[config.mk]
export PLATFORM = sky130hd
export DESIGN_NAME = playfield_renderer
export DESIGN_NICKNAME = d
export VERILOG_FILES = /design/src/rtl/playfield_renderer_pkg.sv /design/src/rtl/playfield_renderer_xy_scan_counter.sv /design/src/rtl/playfield_renderer.sv
export SDC_FILE = /design/constraint.sdc
export NUM_CORES = 1
export LEC_CHECK = 0
export BUFFER_PORTS_ARGS = -buffer_cell sky130_fd_sc_hd__buf_2
export CORE_ASPECT_RATIO = 0.5
export CORE_MARGIN = 3
export CORE_UTILIZATION = 35
export CTS_CLUSTER_SIZE = 12
export DETAILED_ROUTE_END_ITERATION = 8
export GPL_ROUTABILITY_DRIVEN = 0
export PLACE_DENSITY = 0.66
export SYNTH_ARGS = -nofsm -noshare
export SYNTH_HDL_FRONTEND = slang
export SYNTH_SLANG_ARGS = --single-unit
[constraint.sdc]
create_clock -name clk -period 3.4 [get_ports clk]
set_input_delay 0.17 -clock clk [delete_from_list [all_inputs] [get_ports clk]]
set_output_delay 0.17 -clock clk [all_outputs]
set_load 0.05 [all_outputs]
[src/rtl/playfield_renderer_pkg.sv]
`default_nettype none
// ============================================================================
// Module  : playfield_renderer_pkg
// Brief   : Screen geometry, colour constants and renderer state encoding.
// Rev     : 1.0  initial release
// ============================================================================
package playfield_renderer_pkg;

    localparam int SCREEN_W = 160;
    localparam int SCREEN_H = 120;

    localparam logic [2:0] COL_BLACK = 3'b000;
    localparam logic [2:0] COL_WHITE = 3'b111;
    localparam logic [2:0] COL_RED   = 3'b100;

    typedef enum logic [2:0] {
        S_IDLE   = 3'd0,
        S_FETCH  = 3'd1,
        S_LOAD   = 3'd2,
        S_WALL   = 3'd3,
        S_SPRITE = 3'd4,
        S_DONE   = 3'd5
    } state_t;

endpackage
`default_nettype wire

[src/rtl/playfield_renderer_xy_scan_counter.sv]
`default_nettype none
// ============================================================================
// Module  : xy_scan_counter
// Brief   : Nested column/row counter; the row (y) is the fast index and the
//           column (x) advances when the row wraps. Exposes next-cycle values.
// Rev     : 1.0  initial release
// ============================================================================
module xy_scan_counter #(
    parameter int X_CNT = 2,
    parameter int Y_CNT = 2,
    parameter int XW    = (X_CNT > 1) ? $clog2(X_CNT) : 1,
    parameter int YW    = (Y_CNT > 1) ? $clog2(Y_CNT) : 1
) (
    input  logic          clk,
    input  logic          resetn,
    input  logic          i_clr,
    input  logic          i_en,
    output logic [XW-1:0] o_x_nxt,
    output logic [YW-1:0] o_y_nxt,
    output logic          o_last_x,
    output logic          o_last_y
);

    localparam logic [XW-1:0] c_x_max = XW'(X_CNT - 1);
    localparam logic [YW-1:0] c_y_max = YW'(Y_CNT - 1);

    logic [XW-1:0] r_x;
    logic [YW-1:0] r_y;
    logic [XW-1:0] w_x_nxt;
    logic [YW-1:0] w_y_nxt;

    always_comb begin
        w_x_nxt = r_x;
        w_y_nxt = r_y;
        if (i_clr) begin
            w_x_nxt = '0;
            w_y_nxt = '0;
        end else if (i_en) begin
            if (r_y == c_y_max) begin
                w_y_nxt = '0;
                w_x_nxt = (r_x == c_x_max) ? '0 : r_x + 1'b1;
            end else begin
                w_y_nxt = r_y + 1'b1;
            end
        end
    end

    always_ff @(posedge clk) begin
        if (!resetn) begin
            r_x <= '0;
            r_y <= '0;
        end else begin
            r_x <= w_x_nxt;
            r_y <= w_y_nxt;
        end
    end

    assign o_x_nxt  = w_x_nxt;
    assign o_y_nxt  = w_y_nxt;
    assign o_last_x = (r_x == c_x_max);
    assign o_last_y = (r_y == c_y_max);

endmodule
`default_nettype wire

[src/rtl/playfield_renderer.sv]
`default_nettype none
// ============================================================================
// Module  : playfield_renderer
// Brief   : Renders the wall bitmap column by column, then overlays the player
//           sprite, through the vga_adapter plot interface.
//           Optional: PLAYFIELD_SPRITE_CLIP_EN suppresses off-field sprite pixels.
// Rev     : 1.0  initial release
// ============================================================================
module playfield_renderer
    import playfield_renderer_pkg::*;
#(
    parameter int         FIELD_W     = 120,
    parameter int         FIELD_H     = 100,
    parameter int         ORG_X       = 20,
    parameter int         ORG_Y       = 10,
    parameter int         SPR_W       = 4,
    parameter int         SPR_H       = 6,
    parameter logic [2:0] WALL_COLOUR = COL_WHITE,
    parameter logic [2:0] BG_COLOUR   = COL_BLACK,
    parameter logic [2:0] SPR_COLOUR  = COL_RED
) (
    input  logic                                               clk,
    input  logic                                               resetn,
    input  logic                                               start,
    output logic                                               busy,
    output logic                                               done,
    output logic                                               col_rd_en,
    output logic [((FIELD_W > 1) ? $clog2(FIELD_W) : 1)-1:0]   col_addr,
    input  logic [FIELD_H-1:0]                                 col_data,
    input  logic [6:0]                                         spr_x,
    input  logic [6:0]                                         spr_y,
    output logic                                               plot,
    output logic [7:0]                                         plot_x,
    output logic [6:0]                                         plot_y,
    output logic [2:0]                                         plot_colour
);

    localparam int c_col_w = (FIELD_W > 1) ? $clog2(FIELD_W) : 1;
    localparam int c_row_w = (FIELD_H > 1) ? $clog2(FIELD_H) : 1;
    localparam int c_i_w   = (SPR_W > 1) ? $clog2(SPR_W) : 1;
    localparam int c_j_w   = (SPR_H > 1) ? $clog2(SPR_H) : 1;

    localparam logic [8:0] c_org_x = 9'(ORG_X);
    localparam logic [8:0] c_org_y = 9'(ORG_Y);

    state_t               r_state;
    state_t               w_state_nxt;

    logic [FIELD_H-1:0]   r_col_word;
    logic [6:0]           r_spr_x;
    logic [6:0]           r_spr_y;

    logic                 r_busy;
    logic                 r_done;
    logic                 r_col_rd_en;
    logic [c_col_w-1:0]   r_col_addr;
    logic                 r_plot;
    logic [7:0]           r_plot_x;
    logic [6:0]           r_plot_y;
    logic [2:0]           r_plot_colour;

    logic                 w_accept;
    logic [c_col_w-1:0]   w_col_nxt;
    logic [c_row_w-1:0]   w_row_nxt;
    logic                 w_wall_last_x;
    logic                 w_wall_last_y;
    logic [c_i_w-1:0]     w_i_nxt;
    logic [c_j_w-1:0]     w_j_nxt;
    logic                 w_spr_last_x;
    logic                 w_spr_last_y;
    logic [FIELD_H-1:0]   w_word;
    logic                 w_spr_vis;

    assign w_accept = (r_state == S_IDLE) && start;

    xy_scan_counter #(
        .X_CNT (FIELD_W),
        .Y_CNT (FIELD_H),
        .XW    (c_col_w),
        .YW    (c_row_w)
    ) u_wall_scan (
        .clk      (clk),
        .resetn   (resetn),
        .i_clr    (w_accept),
        .i_en     (r_state == S_WALL),
        .o_x_nxt  (w_col_nxt),
        .o_y_nxt  (w_row_nxt),
        .o_last_x (w_wall_last_x),
        .o_last_y (w_wall_last_y)
    );

    xy_scan_counter #(
        .X_CNT (SPR_W),
        .Y_CNT (SPR_H),
        .XW    (c_i_w),
        .YW    (c_j_w)
    ) u_spr_scan (
        .clk      (clk),
        .resetn   (resetn),
        .i_clr    (w_accept),
        .i_en     (r_state == S_SPRITE),
        .o_x_nxt  (w_i_nxt),
        .o_y_nxt  (w_j_nxt),
        .o_last_x (w_spr_last_x),
        .o_last_y (w_spr_last_y)
    );

    always_ff @(posedge clk) begin
        if (!resetn) begin
            r_state <= S_IDLE;
        end else begin
            r_state <= w_state_nxt;
        end
    end

    always_comb begin
        w_state_nxt = r_state;
        case (r_state)
            S_IDLE:   if (start) w_state_nxt = S_FETCH;
            S_FETCH:  w_state_nxt = S_LOAD;
            S_LOAD:   w_state_nxt = S_WALL;
            S_WALL:   if (w_wall_last_y) w_state_nxt = w_wall_last_x ? S_SPRITE : S_FETCH;
            S_SPRITE: if (w_spr_last_x && w_spr_last_y) w_state_nxt = S_DONE;
            S_DONE:   w_state_nxt = S_IDLE;
            default:  w_state_nxt = S_IDLE;
        endcase
    end

    // The first wall pixel of a column is emitted while the word is still on the bus.
    assign w_word = (r_state == S_LOAD) ? col_data : r_col_word;

`ifdef PLAYFIELD_SPRITE_CLIP_EN
    assign w_spr_vis = ((9'(r_spr_x) + 9'(w_i_nxt)) < 9'(FIELD_W)) &&
                       ((9'(r_spr_y) + 9'(w_j_nxt)) < 9'(FIELD_H));
`else
    assign w_spr_vis = 1'b1;
`endif

    always_ff @(posedge clk) begin
        if (!resetn) begin
            r_col_word <= '0;
            r_spr_x    <= '0;
            r_spr_y    <= '0;
        end else begin
            if (w_accept) begin
                r_spr_x <= spr_x;
                r_spr_y <= spr_y;
            end
            if (r_state == S_LOAD) begin
                r_col_word <= col_data;
            end
        end
    end

    // Outputs are registered from the next-state view so they line up with the state.
    always_ff @(posedge clk) begin
        if (!resetn) begin
            r_busy        <= 1'b0;
            r_done        <= 1'b0;
            r_col_rd_en   <= 1'b0;
            r_col_addr    <= '0;
            r_plot        <= 1'b0;
            r_plot_x      <= '0;
            r_plot_y      <= '0;
            r_plot_colour <= BG_COLOUR;
        end else begin
            r_busy      <= (w_state_nxt == S_FETCH) || (w_state_nxt == S_LOAD) ||
                           (w_state_nxt == S_WALL)  || (w_state_nxt == S_SPRITE);
            r_done      <= (w_state_nxt == S_DONE);
            r_col_rd_en <= (w_state_nxt == S_FETCH);
            r_plot      <= 1'b0;
            if (w_state_nxt == S_FETCH) begin
                r_col_addr <= w_col_nxt;
            end
            if (w_state_nxt == S_WALL) begin
                r_plot        <= 1'b1;
                r_plot_x      <= 8'(c_org_x + 9'(w_col_nxt));
                r_plot_y      <= 7'(c_org_y + 9'(w_row_nxt));
                r_plot_colour <= w_word[w_row_nxt] ? WALL_COLOUR : BG_COLOUR;
            end else if (w_state_nxt == S_SPRITE) begin
                r_plot        <= w_spr_vis;
                r_plot_x      <= 8'(c_org_x + 9'(r_spr_x) + 9'(w_i_nxt));
                r_plot_y      <= 7'(c_org_y + 9'(r_spr_y) + 9'(w_j_nxt));
                r_plot_colour <= SPR_COLOUR;
            end
        end
    end

    assign busy        = r_busy;
    assign done        = r_done;
    assign col_rd_en   = r_col_rd_en;
    assign col_addr    = r_col_addr;
    assign plot        = r_plot;
    assign plot_x      = r_plot_x;
    assign plot_y      = r_plot_y;
    assign plot_colour = r_plot_colour;

endmodule
`default_nettype wire

# Word level (Yosys, flattened, before mapping)
# Index checks and enable logic that the tools add are counted.
totals:
  register_bits: 165
  output_inout_bits: 29
  elab_cells: 78
classes:
  add_sub_neg: 10
  n_lt_le_gt_ge: 1
  n_eq_ne: 13
  mux: 31
  reduce_logical: 7
ops:
  columns: ["op", "count"]
  rows:
  - ["2-to-1 mux 100 bit", 1]
  - ["2-to-1 mux 7 bit", 9]
  - ["2-to-1 mux 3 bit", 10]
  - ["adder 5 x 7 -> 8 bit, first input constant", 2]
  - ["2-to-1 mux 8 bit", 2]
  - ["one-hot mux 3 bit (5 select lines)", 1]
  - ["adder 4 x 7 -> 7 bit, first input constant", 2]
  - ["adder 7 x 1 -> 7 bit, second input constant", 2]
  - ["equality test 7 bit, second input constant", 2]
  - ["equality test 3 x 2 -> 1 bit, second input constant", 4]
  - ["equality test 3 bit, second input constant", 4]
  - ["adder 8 x 2 -> 8 bit", 1]
  - ["less-than comparator 7 x 8 -> 1 bit, second input constant", 1]
  - ["2-to-1 mux 2 bit", 4]
  - ["adder 7 x 3 -> 7 bit", 1]
  - ["binary-select mux 1 bit (select 7 bit)", 1]
  - ["equality test 3 x 1 -> 1 bit, second input constant", 2]
  - ["adder 3 x 1 -> 3 bit, second input constant", 1]
  - ["zero test 3 bit", 1]
  - ["logical OR 1 bit", 3]
  - ["2-to-1 mux 1 bit", 3]
  - ["adder 2 x 1 -> 2 bit, second input constant", 1]
  - ["equality test 2 bit, second input constant", 1]
  - ["logical AND 1 bit", 2]
  - ["nonzero test 2 bit", 1]

# Depth between registers and ports, before layout
# Gate-level depths: netlist of run 1.
logic_depth:
  ltp_word: 8
  depth_mapped: 18
  ltp_nobuf: 17

# By module
# A second synthesis of run 1 with hierarchy kept.
hier_totals:
  hier_cells: 968
  hier_area_um2: 8506.9
modules_own_cells:
  columns: ["mod", "n_inst", "cells_each", "area_each_um2", "seq_area_each_um2"]
  rows:
  - ["playfield_renderer", 1, 836, 7354.6, 2902.8]
  - ["xy_scan_counter at u_wall_scan", 1, 98, 817.0, 280.3]
  - ["xy_scan_counter at u_spr_scan", 1, 34, 335.3, 100.1]

# Least setup slack after synthesis of run 1
# No wires, ideal clock.
synth_path:
  path_type: "register to register"
  from: "register r_state[0]"
  to: "register r_plot_y[6], in the netlist plot_y[6]"
  setup_ns: 0.132
  arrival_ns: 2.975
  required_time_ns: 3.268
  path_slack_ns: 0.293
  path_stages_with_launch: 16
  path_buffers: 3
  synth_period_minus_slack_ns: 3.107
  cell_sequence: "dfxtp_1 buf_2 nor4b_4 clkbuf_1 clkbuf_1 nor2_1 ha_1 ha_1 a21o_1 a21oi_1 nor2b_1 o21ai_0 xor2_1 nand2_1 o211ai_1 a21oi_1"
synth_between:
  elab_chain_len: 6
  word_cells_on_any_way: 21
  classes_between: "2 x add/sub; 6 x eq/ne; 10 x mux; 3 x reduce/logical"
synth_lines:
  columns: ["item", "line", "rtl"]
  rows:
  - ["start: declaration", "playfield_renderer.sv:46", "state_t r_state;"]
  - ["start signal: assignment", "playfield_renderer.sv:112", "r_state <= w_state_nxt;"]
  - ["equality test 3 bit or zero test 3 bit (tied branches)", "playfield_renderer.sv:101, playfield_renderer.sv:74", null]
  - ["2-to-1 mux 3 bit or logical AND 1 bit (tied branches)", "playfield_renderer_xy_scan_counter.sv:38, playfield_renderer.sv:74", null]
  - ["2-to-1 mux 3 bit *", "playfield_renderer_xy_scan_counter.sv:35", "if (i_clr) begin"]
  - ["via u_spr_scan.o_y_nxt[2]", "playfield_renderer_xy_scan_counter.sv:19", "output logic [YW-1:0] o_y_nxt,"]
  - ["adder 7 x 3 -> 7 bit *", "playfield_renderer.sv:183", "r_plot_y <= 7'(c_org_y + 9'(r_spr_y) + 9'(w_j_nxt));"]
  - ["2-to-1 mux 7 bit *", "playfield_renderer.sv:180", "end else if (w_state_nxt == S_SPRITE) begin"]
  - ["2-to-1 mux 7 bit *", "playfield_renderer.sv:175", "if (w_state_nxt == S_WALL) begin"]
  - ["end signal: assignment", "playfield_renderer.sv:178", "r_plot_y <= 7'(c_org_y + 9'(w_row_nxt));"]
  - ["end signal: assignment", "playfield_renderer.sv:183", null]
  - ["end: declaration", "playfield_renderer.sv:59", "logic [6:0] r_plot_y;"]
# Mark *: on every way through the listed nets, which the timed path passes. The rest lies on a longest branch. The select of a mux whose other input is x is not followed.
# A chain may end at the register's enable or synchronous reset.

# Worst setup path in the final report of run 1
layout_path:
  from: "register r_state[2]"
  to: "register r_plot_colour[1], in the netlist plot_colour[1]"
layout_between:
  elab_chain_len: 7
  word_cells_on_any_way: 20
  classes_between: "6 x eq/ne; 11 x mux; 3 x reduce/logical"
layout_lines:
  columns: ["item", "line", "rtl"]
  rows:
  - ["equality test 3 x 2 -> 1 bit or zero test 3 bit (tied branches)", "playfield_renderer.sv:85, playfield_renderer.sv:118, playfield_renderer.sv:74", null]
  - ["2-to-1 mux 7 bit or logical AND 1 bit (tied branches)", "playfield_renderer_xy_scan_counter.sv:38, playfield_renderer.sv:74", null]
  - ["2-to-1 mux 7 bit", "playfield_renderer_xy_scan_counter.sv:35", null]
  - ["binary-select mux 1 bit (select 7 bit)", "playfield_renderer.sv:179", "r_plot_colour <= w_word[w_row_nxt] ? WALL_COLOUR : BG_COLOUR;"]
  - ["2-to-1 mux 1 bit (not written as such)", "playfield_renderer.sv:179", null]
  - ["2-to-1 mux 3 bit", "playfield_renderer.sv:179", null]
  - ["2-to-1 mux 3 bit", "playfield_renderer.sv:175", null]
  - ["end signal: assignment", "playfield_renderer.sv:179", null]
  - ["end: declaration", "playfield_renderer.sv:60", "logic [2:0] r_plot_colour;"]
# Parallel ways exist; a longest one is shown, timed or not. The select of a mux whose other input is x is not followed.

==> results of run 1 <==
cells in the final DEF (no fill, tap or decap), types with 4 or more instances in the layout:
master and count:
a211oi_1 19, a21o_1 5, a21oi_1 134, a221oi_1 9, a31oi_1 7, and2_1 7
and3_1 4, buf_12 6, buf_2 145, buf_4 44, clkbuf_16 17, dfxtp_1 164
dlygate4sd3_1 68, ha_1 14, inv_1 13, inv_6 5, mux2_2 6, mux2i_1 54
mux4_2 7, nand2_1 222, nand2b_1 4, nand3_1 21, nand4_1 7, nor2_1 105
nor2b_1 6, nor3_1 26, o211ai_1 10, o21ai_0 32, o22a_1 4, o31ai_1 4
or2_2 4, or3_1 4, xnor2_1 17, xor2_1 7
area by class of cell:
| class | count | area share |
|---|---|---|
| Sequential cell | 164 | 0.297 |
| Tap cell | 307 | 0.0348 |
| Clock inverter | 15 | 0.0153 |
| Multi-Input combinational cell | 814 | 0.438 |
| Clock buffer | 17 | 0.0385 |
| Inverter | 17 | 0.00600 |
| Timing Repair Buffer | 265 | 0.170 |
final timing paths:
kind	cells past startpoint	endpoint	start
max	11	plot_colour[1]	r_state[2]
min	3	r_col_word[33]	col_data[33]
max reg2reg	11	plot_colour[1]	r_state[2]
min reg2reg	2	r_col_word[58]	r_col_word[58]
metal layers:
| metal | part of all wire | global-route usage |
|---|---|---|
| met1 | 0.43 | 0.266 |
| met5 | 0 | 0 |
| met2 | 0.47 | 0.358 |
| met3 | 0.075 | 0.0555 |
| met4 | 0.030 | 0.0844 |
flip-flops by register name (all words and copies together) (netlist names):
name	flops
r_state	3
plot_y	7
u_spr_scan.r_x	2
done	1
plot_x	8
r_col_word	100
col_rd_en	1
u_spr_scan.r_y	3
u_wall_scan.r_y	7
u_wall_scan.r_x	7
busy	1
plot	1
plot_colour	2
r_spr_x	7
col_addr	7
r_spr_y	7
through the flow:
stage	hold slack (ns)	area [um2]	cells
after CTS	0.000370	11000	1599
after floorplan	0.288	8540	1072
after global routing	0.00862	11100	1599
after detailed placement	0.422	9760	1499
after global placement	0.419	9760	1499
final	0.00864	11100	1599
worst register-to-register path: cells and delay by family, from the launching register on:
kind / cells / cell delay (ns)
compound gates: 5 / 1.02
buf+inv: 3 / 0.59
flops: 1 / 0.31
simple gates: 3 / 1.29
Yosys cell counts, drive strengths merged (3+ instances only):
library cell / number / area [um2]
a21oi: 135 / 679
a211oi: 20 / 155
mux2: 6 / 67.6
o211ai: 10 / 75.1
nor2b: 6 / 37.5
nor3b: 4 / 30.0
xor2: 7 / 61.3
mux2i: 54 / 541
buf: 38 / 231
nor3: 28 / 145
nand4: 7 / 43.8
a221oi: 10 / 93.8
or3: 4 / 25.0
o31ai: 4 / 30.0
a31oi: 7 / 43.8
a311oi: 3 / 26.3
clkinv: 3 / 11.3
nand2b: 4 / 25.0
xnor2: 17 / 149
o22a: 4 / 35.0
o21ai: 34 / 170
and2: 8 / 50.1
or2: 6 / 37.5
and3: 4 / 25.0
nand2: 224 / 841
a2111oi: 9 / 97.6
ha: 14 / 175
nor2: 105 / 394
o21a: 3 / 22.5
dfxtp: 164 / 3280
nand3: 24 / 135
o221ai: 3 / 26.3
inv: 14 / 52.6
a21o: 5 / 37.5
mux4: 7 / 158
clkbuf: 39 / 146
power by group through the flow:
| stage | sequential [W] | combinational, W | clock, W |
|---|---|---|---|
| after global routing | 0.00210 | 0.00107 | 0.00209 |
| after global placement | 0.00213 | 0.000897 | 0 |
| final | 0.00209 | 0.000983 | 0.00197 |
| after detailed placement | 0.00213 | 0.000908 | 0 |
| after CTS | 0.00209 | 0.000975 | 0.00200 |
| after floorplan | 0.00218 | 0.000563 | 0 |
kinds of logic (layout without fill, tap and decap cells):
group                    after synthesis  after routing  share of synthesized area
AND/OR/NAND/NOR                      437            437                      0.225
AO/OA/AOI/OAI                        270            270                      0.199
flip-flops                           164            164                      0.384
buffers and inverters                 94            314                     0.0517
multiplexers                          67             67                     0.0897
XOR/XNOR                              24             24                     0.0246
adder cells (fa/ha/maj)               16             16                     0.0252
what timing repair did:
action / in CTS / in global routing
hold buffers: 68 / 0
endpoints found under the hold margin: 68 / 0
gates resized for setup: 0 / 9
setup endpoints to repair: 0 / 2
setup buffers: 0 / 0
==> impl_metrics.yaml, run 1 <==
placement:
  port_buffers: 145
  dp_slack_ns: 0.150
  hpwlAfterDp_um: 20200
finish:
  diodes: 0
  seqCellArea_mm2: 0.00328
  multi_input_comb_area_mm2: 0.00485
  post-route-util: 0.473
  fin_nets: 1412
  drive_gt1_frac: 0.211
  fill_cells: 2241
  area_delta_synth_final_pct: 29.4
synthesis:
  syn-num-nets: 1205
  synth-async-reset-ratio: 0
  synth-warning-count: 0
  syn_avg_cell_area_um2: 7.97
  syn-instance-count: 1072
  yosysSeqAreaShare: 0.384
  synth_edf_count: 0
  yosys_most_used_dff: "dfxtp_1"
  yosysUniqueCellTypes: 77
  ys_seq_elements: 164
  syn_area_mm2: 0.00854
routing:
  avgViaCountPerCell: 5.43
  dr.pass1.iters: 7
  ant_nets: 0
  drc: 0
  drt_iter0_drc: 895
  wirelength_um: 28200
  vias: 8678
  wl_per_cell_um: 17.7
sta:
  slew_headroom: 0.458
  fin_ws_ns: 0.105
  period_minus_slack_ns: 3.30
  post-route-period-util: 0.969
  fmax_mhz: 303
  rsz0062_at_grt: "false"
  fin_skew_ns: 0.0115
  fin_tns_setup_ns: 0
  worstMarginPinSlew_ns: 0.805
  hold_viol_final: 0
  drv_slew: 0
  finalSetupViolations: 0
setup_path:
  regToRegSetupSlack_ns: 0.10
  cpMostUsedCell: "buf_4"
  worst_setup_path_start_kind: "flip-flop"
  worstSetupEndpointType: "flip-flop"
  required_ns: 3.75
  slowest_stage: "nor4_1"
  cp_cell_sequence: "buf_4 -> nor4b_4 -> nor2_1 -> a32oi_2 -> inv_2 -> nor4_1 -> buf_4 -> a211oi_1 -> a41oi_1 -> a2111oi_2 -> a221oi_1"
  max_stage_delay_ns: 0.61
  criticalPathCategory: "reg2reg"
  cpLargestDelayFamily: "simple AND/OR/NAND/NOR gates"
  worst-path-max-fanout: 16
  cp.arrival_ns: 3.65
  critical_path_buf_inv_count: 3
floorplan:
  io_pins: 146
  die_h_um: 116
  rows: 39
  die_w_um: 227
  die-area_mm2: 0.0264
  core_mm2: 0.0234
  initial_core_util: 0.365
clock_network:
  tritoncts: "done"
  htree_levels: 4
  cts_root_buf: "clkbuf_16"
  cts_made_buffers: 17
  clockBufferDepth: 2
  clk_pin_slew_ns: 0.07
  cts_sinks: 164
  clk_latency_ns: 0.44
grt:
  grt_max_degree: 68
  grt_antenna_before_repair: 0
  track_usage: 0.213
  grt_pass1_vias: 8509
  grt_remaining_overflow: 0
  grt_pass1_wl_um: 44300
status:
  outcome: "finished clean"
pwr:
  seqPwrFrac: 0.414
  p_int_w: 0.00353
  cellPowerDensity_mw_per_mm2: 457
  comb_power_share: 0.195
  swShare: 0.301
  p_switching_w: 0.00152
  ir_worst_vdd_mv: 0.297
  leakage_nw: 4.38
  clockPowerShare: 0.391
  power_w: 0.00505
worst_hold_path:
  hold_path.class: "in2reg"
job:
  maxCapViolCount: 0
(Power assumes the default switching activity.)
==> run 2, diff against run 1 <==
--- a/config.mk
+++ b/config.mk
@@ -12,6 +12,7 @@
 export CTS_CLUSTER_SIZE = 12
 export DETAILED_ROUTE_END_ITERATION = 8
 export GPL_ROUTABILITY_DRIVEN = 0
+export GPL_TIMING_DRIVEN = 0
 export PLACE_DENSITY = 0.66
 export SYNTH_ARGS = -nofsm -noshare
 export SYNTH_HDL_FRONTEND = slang
==> constraint.sdc (replaced) <==
create_clock -name clk -period 3.4 [get_ports clk]
set_input_delay 0.51 -clock clk [delete_from_list [all_inputs] [get_ports clk]]
set_output_delay 0.51 -clock clk [all_outputs]
set_load 0.05 [all_outputs]
==> run 2 against run 1 <==
Non-clock buffer count is 35 lower. Highest routed layer unchanged. Largest power group unchanged. Largest cell class unchanged. Critical path type unchanged. The flow now finishes with violations (negative setup slack). Die area stayed put. Core utilization down 1.9 points.
==> impl_metrics.yaml, run 2 (synthesis gave the netlist of run 1 again) <==
sta:
  worstMarginPinSlew_ns: 0.942
  fin_ws_ns: -0.0266
  fmax_mhz: 292
  period_minus_slack_ns: 3.43
  finalSetupViolations: 2
  fin_skew_ns: 0.0122
  whs_ns: 0.305
  drv_slew: 0
  post-route-period-util: 1.01
  slew_headroom: 0.368
  hold_viol_final: 0
  rsz0062_at_grt: "true"
status:
  outcome: "finished with violations"
  failed_checks: "negative setup slack"
setup_path:
  cp.arrival_ns: 3.72
  critical_path_buf_inv_count: 4
  max_stage_delay_ns: 0.49
  cpMostUsedCell: "buf_4"
  worstSetupEndpointType: "flip-flop"
  worst-path-max-fanout: 10
  worst_setup_path_start_kind: "flip-flop"
  required_ns: 3.69
  slowest_stage: "a2111oi_4"
  cpLargestDelayFamily: "compound AO/OA/AOI/OAI gates"
  cp_cell_sequence: "buf_2 -> nor3b_1 -> buf_4 -> buf_4 -> buf_4 -> mux2i_1 -> mux2i_1 -> a221oi_2 -> a41oi_2 -> a2111oi_4 -> a221oi_1"
  criticalPathCategory: "reg2reg"
routing:
  wl_met1_um: 12800
  ant_nets: 0
  vias: 8982
  avgViaCountPerCell: 5.74
  drc: 0
  wl_per_cell_um: 20.0
  met2_length_um: 14600
  dr.max_layer_used: "met4"
  dr_wl_met3_um: 2910
  drt_iter0_drc: 960
  wirelength_um: 31400
  dr.pass1.iters: 8
pwr:
  seqPwrFrac: 0.412
  swShare: 0.314
  p_switching_w: 0.00159
  p_int_w: 0.00348
  clockPowerShare: 0.395
  leakage_nw: 4.11
  comb_power_share: 0.194
  ir_worst_vdd_mv: 0.313
  cellPowerDensity_mw_per_mm2: 479
finish:
  most-common-layout-cells: "nand2_1 (220), dfxtp_1 (162), buf_2 (159)"
  largest-register: "r_col_word"
  drive_gt1_frac: 0.232
  stdcell_count: 1564
  layout_commonest_cell: "nand2_1"
  area_delta_synth_final_pct: 24.1
  final_area_mm2: 0.0106
  post-route-util: 0.453
  fin_nets: 1377
  largest_register_ffs: 100
  fill_cells: 2234
  diodes: 0
floorplan:
  die-area_mm2: 0.0264
  initial_core_util: 0.365
  die_h_um: 116
  die_w_um: 227
  io_pins: 146
  core_mm2: 0.0234
  rows: 39
clock_network:
  clk_latency_ns: 0.45
  cts_sinks: 164
  cts_made_buffers: 17
  tritoncts: "done"
  cts_root_buf: "clkbuf_16"
  clk_pin_slew_ns: 0.07
  htree_levels: 4
  clockBufferDepth: 2
grt:
  track_usage: 0.234
  grt_remaining_overflow: 0
  grt_max_degree: 20
  grt_pass1_wl_um: 47500
  grt_pass1_vias: 8766
  grt_antenna_before_repair: 0
placement:
  port_buffers: 145
  place_area_mm2: 0.00965
  placedCellCount: 1524
  hpwlAfterDp_um: 23100
  dp_slack_ns: -0.651
job:
  maxCapViolCount: 0
worst_hold_path:
  hold_path.class: "in2reg"
==> run 2: layer usage <==
metal  up-vias  GRT usage
met5         -          0
met4         0     0.0928
met3       107     0.0625
met2       465      0.389
met1      4290      0.292
li1       4120          -
==> run 2: tightest hold or removal path: stages <==
cell     delay (ns)
buf_2          0.09
nand2_1        0.05
a21oi_1        0.05
==> run 2: through the flow <==
step                TNS [ns]  total power, W
finish               -0.0487         0.00507
floorplan                  0         0.00274
detailed placement     -3.33         0.00306
global placement       -2.73         0.00304
CTS                        0         0.00504
global route          -0.326         0.00525
==> run 2: timing repair <==
item | CTS | global route
gates resized for setup | 28 | 44
endpoints found under the setup margin | 9 | 18
hold endpoints to repair | 0 | 0
hold buffers | 0 | 0
pin swaps | 1 | 8
buffers inserted | 3 | 6
==> run 2: cell type report <==
cell class                      instances  area, um2  share of cell area
Multi-Input combinational cell        814       5060               0.478
Sequential cell                       164       3290               0.310
Timing Repair Buffer                  154        793              0.0748
Clock buffer                           17        425              0.0401
Buffer                                 76        408              0.0385
Tap cell                              307        384              0.0362
Clock inverter                         15        173              0.0163
Inverter                               17       65.1             0.00614
==> run 2: path summary, 6_finish.rpt <==
check	from	endpoint	slack [ns]	depth (start not counted)
max	r_state[2]	plot_colour[2]	-0.03	11
min reg2reg	r_col_word[59]	r_col_word[59]	0.46	2
max reg2reg	r_state[2]	plot_colour[2]	-0.03	11
min	spr_y[4]	r_spr_y[4]	0.31	3
==> run 2: power by group through the flow <==
stage | Combinational (W) | Clock, W | Sequential [W]
CTS | 0.000945 | 0.00200 | 0.00209
finish | 0.000982 | 0.00200 | 0.00209
detailed placement | 0.000932 | 0 | 0.00213
global route | 0.00106 | 0.00209 | 0.00210
global placement | 0.000913 | 0 | 0.00212
floorplan | 0.000563 | 0 | 0.00218
